File: src/rtl/seq_detector_param.sv
// Runtime-programmable serial pattern detector with a qualifier, overlap/non-overlap
// modes and a saturating match counter. Reset defaults give an overlapping 1011 detector.
module seq_detector_param #(
    parameter int          MAX_LEN     = 8,
    parameter int          CNT_W       = 8,
    parameter logic [31:0] DEF_PATTERN = 32'b1011,
    parameter int          DEF_LEN     = 4,
    parameter bit          DEF_OVERLAP = 1'b1,
    localparam int         LEN_W       = $clog2(MAX_LEN + 1)
) (
    input  logic               clk,
    input  logic               reset,
    input  logic               seq_valid,
    input  logic               seq_in,
    input  logic               cfg_load,
    input  logic [MAX_LEN-1:0] cfg_pattern,
    input  logic [LEN_W-1:0]   cfg_len,
    input  logic               cfg_overlap,
    input  logic               count_clr,
    output logic               detect_out,
    output logic [CNT_W-1:0]   match_count
);

    logic [MAX_LEN-1:0] pat_q, pat_d;
    logic [MAX_LEN-1:0] hist_q, hist_d;
    logic [LEN_W-1:0]   len_q, len_d;
    logic [LEN_W-1:0]   fill_q, fill_d;
    logic               ovl_q, ovl_d;
    logic               fresh_q, fresh_d;
    logic               detect_q, detect_d;
    logic [CNT_W-1:0]   cnt_q, cnt_d;

    logic accept;
    logic pat_eq;
    logic match;

    // A load strobe owns the edge: any bit offered alongside it is dropped.
    assign accept = seq_valid && !cfg_load;

    // Only the newest len_q history bits take part in the comparison.
    always_comb begin
        pat_eq = 1'b1;
        for (int i = 0; i < MAX_LEN; i++) begin
            if ((i < int'(len_q)) && (hist_q[i] != pat_q[i])) begin
                pat_eq = 1'b0;
            end
        end
        match = fresh_q && (fill_q == len_q) && pat_eq;
    end

    // NOTE: every next-state signal gets a default first so no path can infer a latch.
    always_comb begin
        pat_d    = pat_q;
        len_d    = len_q;
        ovl_d    = ovl_q;
        hist_d   = hist_q;
        fill_d   = fill_q;
        fresh_d  = accept;
        detect_d = match;
        cnt_d    = cnt_q;

        if (accept) begin
            hist_d = {hist_q[MAX_LEN-2:0], seq_in};
        end

        if (cfg_load) begin
            pat_d  = cfg_pattern;
            ovl_d  = cfg_overlap;
            len_d  = ((cfg_len == '0) || (cfg_len > LEN_W'(MAX_LEN))) ? LEN_W'(MAX_LEN) : cfg_len;
            fill_d = '0;
        end else if (match && !ovl_q) begin
            // Non-overlap: the next match may only use bits after the matched one.
            fill_d = accept ? LEN_W'(1) : '0;
        end else if (accept && (fill_q < len_q)) begin
            fill_d = fill_q + LEN_W'(1);
        end

        if (count_clr) begin
            cnt_d = '0;
        end else if (match && (cnt_q != '1)) begin
            cnt_d = cnt_q + CNT_W'(1);
        end
    end

    // NOTE: sequential state uses non-blocking assignments so all registers update together.
    always_ff @(posedge clk or posedge reset) begin
        if (reset) begin
            pat_q    <= DEF_PATTERN[MAX_LEN-1:0];
            len_q    <= LEN_W'(DEF_LEN);
            ovl_q    <= DEF_OVERLAP;
            hist_q   <= '0;
            fill_q   <= '0;
            fresh_q  <= 1'b0;
            detect_q <= 1'b0;
            cnt_q    <= '0;
        end else begin
            pat_q    <= pat_d;
            len_q    <= len_d;
            ovl_q    <= ovl_d;
            hist_q   <= hist_d;
            fill_q   <= fill_d;
            fresh_q  <= fresh_d;
            detect_q <= detect_d;
            cnt_q    <= cnt_d;
        end
    end

    assign detect_out  = detect_q;
    assign match_count = cnt_q;

endmodule

File: config.mk
export PLATFORM = sky130hd
export DESIGN_NAME = seq_detector_param
export DESIGN_NICKNAME = d
export VERILOG_FILES = /design/src/rtl/seq_detector_param.sv
export SDC_FILE = /design/constraint.sdc
export NUM_CORES = 1
export LEC_CHECK = 0
export ABC_AREA = 1
export BUFFER_PORTS_ARGS = -buffer_cell sky130_fd_sc_hd__buf_2
export CORE_AREA = 5 5 84 67
export CTS_BUF_LIST = sky130_fd_sc_hd__clkbuf_8 sky130_fd_sc_hd__clkbuf_16
export DETAILED_ROUTE_END_ITERATION = 12
export DIE_AREA = 0 0 89 72
export GPL_TIMING_DRIVEN = 0
export PLACE_DENSITY = 0.64
export REMOVE_ABC_BUFFERS = 1
export SYNTH_ARGS = -nofsm -noshare
export SYNTH_HDL_FRONTEND = slang
export SYNTH_SLANG_ARGS = --single-unit
File: constraint.sdc
create_clock -name clk -period 2.05 [get_ports clk]
set_clock_uncertainty 0.15 [all_clocks]
set_input_delay 0.615 -clock clk [delete_from_list [all_inputs] [get_ports clk]]
set_output_delay 0.615 -clock clk [all_outputs]
set_load 0.02 [all_outputs]
==> key figures, run 1 <==
Detailed routing
  – Final WL: 3780 um
  – First-pass iteration count of the detailed router: 4
  – Detail Route Antenna Nets: 0
  – DRC: 0
  – DR WL/cell: 11.8 um
  – Vias per inst: 4.66
  – Initial DRC Count: 59
  – Vias: 1497

Pwr
  – Pwr dens: 725 nW/um2
  – Worst vdd ir: 0.377 mV
  – LEAKAGE: 1.17 nW

Timing
  – Final setup fails: 0
  – FMAX: 515 MHz
  – RSZ-0062 raised after global routing: no
  – Final period utilization: 0.948
  – Endpoints failing hold: 0
  – Fin crit period: 1.94 ns
  – Max-slew headroom: 0.581
  – Least-Margin Pin Slew: 0.627 ns
  – Final hold slack: 0.248 ns
  – Final Max Tran Viols: 0
  – TNS Setup: 0 ns

Yosys
  – Sequential fraction of the synthesis area: 0.476
  – Synth Area in Compound Gates: 0.0783
  – Largest family of logic cells by synthesized area: simple AND/OR/NAND/NOR gates
  – Synth top area cells: dfrtp_1 (41%), nand2_1 (15%), dfstp_2 (7.1%)
  – Asr flop ratio synth: 1.00
  – Post-synth top flop: dfrtp_1
  – Post-Synth Simple-Gate Area: 0.291
  – Mux cell area share after synthesis: 0
  – XOR/XNOR Fraction of Synth Area: 0.0378
  – Synth Register Bits: 35
  – Avg Cell Area, Syn: 8.13 um2
  – Post-Syn Instances: 228
  – Yosys warns: 0
  – Adder-Cell Fraction of Synth Area: 0.0405
  – Area leader, netlist: dfrtp_1
  – Top cell type's share of synthesized area: 0.405
  – Yosys cell types: 31
  – Post-synth EDFFs: 0
  – Mapped cell area: 1850 um2

Worst setup path
  – Cells on worst reg2reg path: 10
  – Crit end category: flip-flop
  – Critical Path Start Type: flip-flop
  – CP Data Arrival Time: 1.97 ns
  – Worst EP required: 2.07 ns
  – CP Max Fanout: 5
  – Reg2reg start: len_q[2]
  – Critical path type: flip-flop to flip-flop
  – Reg-to-reg setup timing slack: 0.11 ns
  – R2r endpoint: match_count[1]

Clock tree
  – Hold_buf cts: 0
  – TritonCTS clock tree: yes
  – TritonCTS buffer count: 5
  – CTS Buffer Depth: 2
  – H-tree levels: 2
  – Sink Count: 35
  – Clk root buf: clkbuf_8
  – Worst-Skew Late Latency: 0.29 ns
  – CTS clk-pin slew, worst paths: 0.07 ns

Placed design
  – DP Wirelength: 2740 um
  – Port bufs: 27
  – Routability Congestion: 0.801

Floorplanning
  – Initial core utilization: 0.394
  – Chip Height: 72 um
  – DIE WIDTH: 89 um
  – Core area: 4710 um2
  – Total die area: 6410 um2
  – I/O pins: 28
  – Cell Rows: 22

GRT
  – Initial antenna violation count: 0
  – Vias in the first global route: 1325
  – Overall global routing resource usage: 0.127
  – First-pass GRT wire length: 6240 um
  – Congestion Overflow GR: 0
  – Largest net degree at the start of global routing: 23

Cells and area
  – Final net count: 285
  – Ant diodes: 0
  – Synth-to-Final Area Change: 19.4%
  – Most common cell after layout, fill and taps aside: nand2_1
  – Final core occ: 0.470
  – Fraction of layout cells with a size suffix above 1: 0.226
  – Commonest non-fill, non-tap cells in the layout: nand2_1 (71), dfrtp_1 (30), buf_2 (27)

Outcome
  – Status: complete, no violations

Worst hold path
  – Worst hold path class: input pin to asynchronous set/reset pin

Job
  – Max_cap viols: 0
flip-flops by register name, indices dropped and copies added, names as in the netlist:
signal,count
pat_q,8
len_q,4
fill_q,4
detect_out,1
ovl_q,1
fresh_q,1
hist_q,8
match_count,8
Yosys cell counts, drive strengths merged, types with 2 or more instances:
library cell	number
nand3	19
nand2	76
clkbuf	3
dfstp	5
buf	2
nor2	14
nand4	5
nor3	3
o21ai	15
o22ai	3
xnor2	3
xor2	5
inv	28
dfrtp	30
ha	6
a21oi	5
how the worst max path moves through the flow:
stage | from | to | slack, ns | cells after the start
2_1_floorplan | len_q[2] | fill_q[0] | 0.25 | 11
3_3_place_gp | cfg_load | fill_q[3] | -0.15 | 9
3_5_place_dp | cfg_load | fill_q[3] | -0.20 | 9
4_1_cts | len_q[2] | fill_q[0] | 0.06 | 11
5_1_grt | len_q[2] | match_count[3] | 0.009 | 11
6_report | len_q[2] | match_count[1] | 0.11 | 10
worst max-delay path, stage by stage, from the launching register on:
cell	delay (ns)
dfstp_2	0.53
inv_2	0.06
ha_4	0.26
nand2_2	0.05
nor2_1	0.09
nand3_1	0.09
nor2_2	0.15
and2_4	0.23
nand2_8	0.08
nand3_1	0.07
o21ai_1	0.08
power by group:
group          total, mW  internal [mW]  switching [mW]
clock network      0.544          0.302           0.243
logic              0.255         0.0990           0.156
registers          0.805          0.758          0.0473
total               1.60           1.16           0.446
per-layer routing:
layer / vias up / wire length [um] / GRT usage
met4: 0 / 63 / 0.0496
met5: - / 0 / 0
li1: 794 / - / -
met3: 9 / 129 / 0.0306
met2: 22 / 1590 / 0.166
met1: 672 / 2000 / 0.197
per-stage QoR:
stage / cells / worst slack (ns) / power, mW / instance area (um2)
after floorplan: 223 / 0.249 / 0.983 / 1820
after global placement: 310 / -0.154 / 1.05 / 2030
after detailed placement: 311 / -0.195 / 1.07 / 2060
after CTS: 319 / 0.0649 / 1.62 / 2160
after global routing: 321 / 0.00870 / 1.71 / 2210
final: 321 / 0.107 / 1.60 / 2210
cell type report:
cell class / count / area (um2)
Timing Repair Buffer: 29 / 170
Fill cell: 466 / 2490
Clock inverter: 1 / 3.75
Multi-Input combinational cell: 161 / 877
Inverter: 28 / 108
Sequential cell: 35 / 882
Tap cell: 60 / 75.1
Clock buffer: 7 / 96.3
what timing repair did:
| action | 4_1_cts | 5_1_grt |
|---|---|---|
| setup endpoints to repair | 0 | 4 |
| buffers inserted | 0 | 1 |
| gates resized for setup | 0 | 6 |
logic make-up (layout without fill, tap and decap cells):
kind of cell | Yosys count | count (layout)
AO/OA/AOI/OAI | 26 | 26
XOR/XNOR | 8 | 8
adder cells (fa/ha/maj) | 6 | 6
buffers and inverters | 33 | 65
flip-flops | 35 | 35
AND/OR/NAND/NOR | 120 | 121
Power figures use the tool's default switching activity.
==> run 2: changes to the inputs <==
Settings changed: BUFFER_PORTS_ARGS -buffer_cell sky130_fd_sc_hd__buf_2 to unset, DONT_BUFFER_PORTS set to 1, PLACE_DENSITY 0.64 to 0.59.
==> run 2 against run 1 <==
  * Design area fell by 5.7%
  * Critical path depth rose by 1
  * Worst hold slack improved by 0.0052 ns
  * Register-to-register slack barely moved
  * Total power fell by 5.1%
  * Via count fell by 1.9%
  * Utilization fell by 2.7 points
  * Clock-buffer cell count fell by 2
  * Combinational power fell by 8.6%
==> key figures, run 2 (synthesis results as in run 1) <==
Floorplanning
  – Initial core utilization: 0.394 (unchanged)
  – Core area: 4710 um2 (unchanged)
  – I/O pins: 28 (unchanged)
  – DIE WIDTH: 89 um (unchanged)
  – Total die area: 6410 um2 (unchanged)
  – Chip Height: 72 um (unchanged)
  – Cell Rows: 22 (unchanged)

Cells and area
  – Synth-to-Final Area Change: 12.6%
  – Post-route cell area: 2090 um2 (-5.7%)
  – Most common cell after layout, fill and taps aside: nand2_1
  – Fillers: 483 (+3.6%)
  – Ant diodes: 0 (unchanged)
  – Final core occ: 0.443 (-0.0266)
  – Sequential cell area: 885 um2 (+0.28%)
  – Multi-input gate area: 875 um2 (-0.29%)
  – Fraction of layout cells with a size suffix above 1: 0.153 (-0.0735)
  – Final net count: 260 (-8.8%)
  – Commonest non-fill, non-tap cells in the layout: nand2_1 (71), dfrtp_1 (28), inv_1 (24)

Placed design
  – Routability Congestion: 0.843 (+5.2%)
  – DP Wirelength: 2820 um (+3.0%)
  – Port bufs: 0 (-100%)
  – Dpl cell area: 1940 um2 (-5.8%)

Detailed routing
  – First-pass iteration count of the detailed router: 4 (unchanged)
  – Met1 wire length: 2020 um (+1.4%)
  – Max Used Layer: met4
  – Final WL: 3850 um (+2.0%)
  – Initial DRC Count: 54 (-8.5%)
  – Vias per inst: 4.96 (+6.3%)
  – Routed met3 length: 199 um (+54%)
  – Vias: 1468 (-1.9%)
  – DR WL/cell: 13.0 um (+11%)
  – Met2 wire len: 1570 um (-1.1%)
  – DRC: 0 (unchanged)
  – Detail Route Antenna Nets: 0 (unchanged)

Timing
  – Final period utilization: 0.942 (-0.00587)
  – Final Max Tran Viols: 0 (unchanged)
  – Final setup fails: 0 (unchanged)
  – Fin crit period: 1.93 ns (-0.0120 ns)
  – Least-Margin Pin Slew: 0.428 ns (-0.199 ns)
  – FMAX: 518 MHz (+0.62%)
  – Endpoints failing hold: 0 (unchanged)
  – Max-slew headroom: 0.715 (+0.133)

Pwr
  – Comb pwr share: 0.153 (-0.006)
  – Sequential power share: 0.532 (+0.030)
  – LEAKAGE: 1.04 nW (-11%)
  – Pwr dens: 729 nW/um2 (+0.55%)
  – Int Power: 1.08 mW (-6.7%)
  – Worst vdd ir: 0.278 mV (-26%)
  – Switching part of the total: 0.289 (+0.0116)
  – Clock Power Share: 0.315 (-0.024)
  – Psw: 441 uW (-1.2%)

Clock tree
  – TritonCTS buffer count: 5 (unchanged)
  – CTS clk-pin slew, worst paths: 0.07 ns (about the same)
  – H-tree levels: 2 (unchanged)
  – Sink Count: 35 (unchanged)
  – TritonCTS clock tree: yes
  – CTS Buffer Depth: 2 (unchanged)
  – Clk root buf: clkbuf_8
  – Worst-Skew Late Latency: 0.28 ns (about the same)

GRT
  – Vias in the first global route: 1366 (+3.1%)
  – Initial antenna violation count: 0 (unchanged)
  – Congestion Overflow GR: 0 (unchanged)
  – Overall global routing resource usage: 0.133 (+0.00580)
  – First-pass GRT wire length: 6490 um (+4.1%)
  – Largest net degree at the start of global routing: 21 (-8.7%)

Job
  – Max_cap viols: 0 (unchanged)

Worst setup path
  – Critical Path Start Type: flip-flop
  – Worst EP required: 2.13 ns (+0.06 ns)
  – Crit end category: flip-flop
  – CP Data Arrival Time: 2.01 ns (+0.04 ns)
  – Critical path type: flip-flop to flip-flop
  – CP Max Fanout: 5 (unchanged)

Worst hold path
  – Worst hold path class: input pin to flip-flop

Outcome
  – Status: complete, no violations
==> run 2: cell types whose count changed in the layout (fill, tap and decap cells not counted), sizes merged <==
| cell | delta |
|---|---|
| clkinv | +1 |
| clkinvlp | +1 |
| clkbuf | -2 |
| dlygate4sd3 | +1 |
| buf | -26 |
==> run 2: path summary, 6_finish.rpt <==
check / slack, ns / cells after the start / from / endpoint
max: 0.12 / 11 / len_q[2] / match_count[6]
min: 0.25 / 1 / cfg_load / ovl_q
max reg2reg: 0.12 / 11 / len_q[2] / match_count[6]
min reg2reg: 0.33 / 2 / pat_q[0] / pat_q[0]
max in group asynchronous: 0.61 / 4 / reset / len_q[2]
min in group asynchronous: 0.53 / 2 / reset / match_count[4]
==> run 2: through the flow <==
stage	instances	worst slack (ns)	hold WS, ns	TNS [ns]	power [mW]
2_1_floorplan	223	0.249	0.299	0	0.983
3_3_place_gp	283	0.0499	0.313	0	1.03
3_5_place_dp	285	0.0670	0.283	0	1.05
4_1_cts	294	0.0488	0.238	0	1.54
5_1_grt	296	-0.0129	0.239	-0.0297	1.62
6_report	296	0.119	0.253	0	1.52
==> run 2: power groups by stage <==
stage               clock network, mW  registers [mW]  logic, mW
floorplan                           0           0.810      0.174
global placement                    0           0.820      0.211
detailed placement                  0           0.822      0.227
CTS                             0.497           0.809      0.229
global route                    0.529           0.817      0.278
finish                          0.480           0.809      0.233
==> run 2: area by class of cell <==
| class | count | share of cell area |
|---|---|---|
| Clock buffer | 5 | 0.0330 |
| Clock inverter | 3 | 0.00779 |
| Inverter | 28 | 0.0516 |
| Multi-Input combinational cell | 161 | 0.419 |
| Sequential cell | 35 | 0.424 |
| Tap cell | 60 | 0.0360 |
| Timing Repair Buffer | 4 | 0.0288 |
==> run 2: metal layers <==
metal	GRT usage	vias up
met5	0	-
li1	-	745
met2	0.172	25
met4	0.0545	0
met1	0.198	693
met3	0.0454	5
==> run 2: critical path, stage by stage, from the launching register on <==
cell and delay [ns]:
dfstp_2 0.52, inv_2 0.06, ha_4 0.26, nand2_2 0.06
nor2_1 0.09, nand3_1 0.08, nor2_2 0.14, and2_4 0.23
nand2_8 0.08, nand2_4 0.08, nand2_1 0.06, nand2_1 0.05
==> run 2: timing repair <==
item | 4_1_cts | 5_1_grt
endpoints found under the setup margin | 0 | 10
buffers inserted | 0 | 1
hold buffers | 1 | 0
endpoints found under the hold margin | 3 | 0
gates resized for setup | 0 | 8
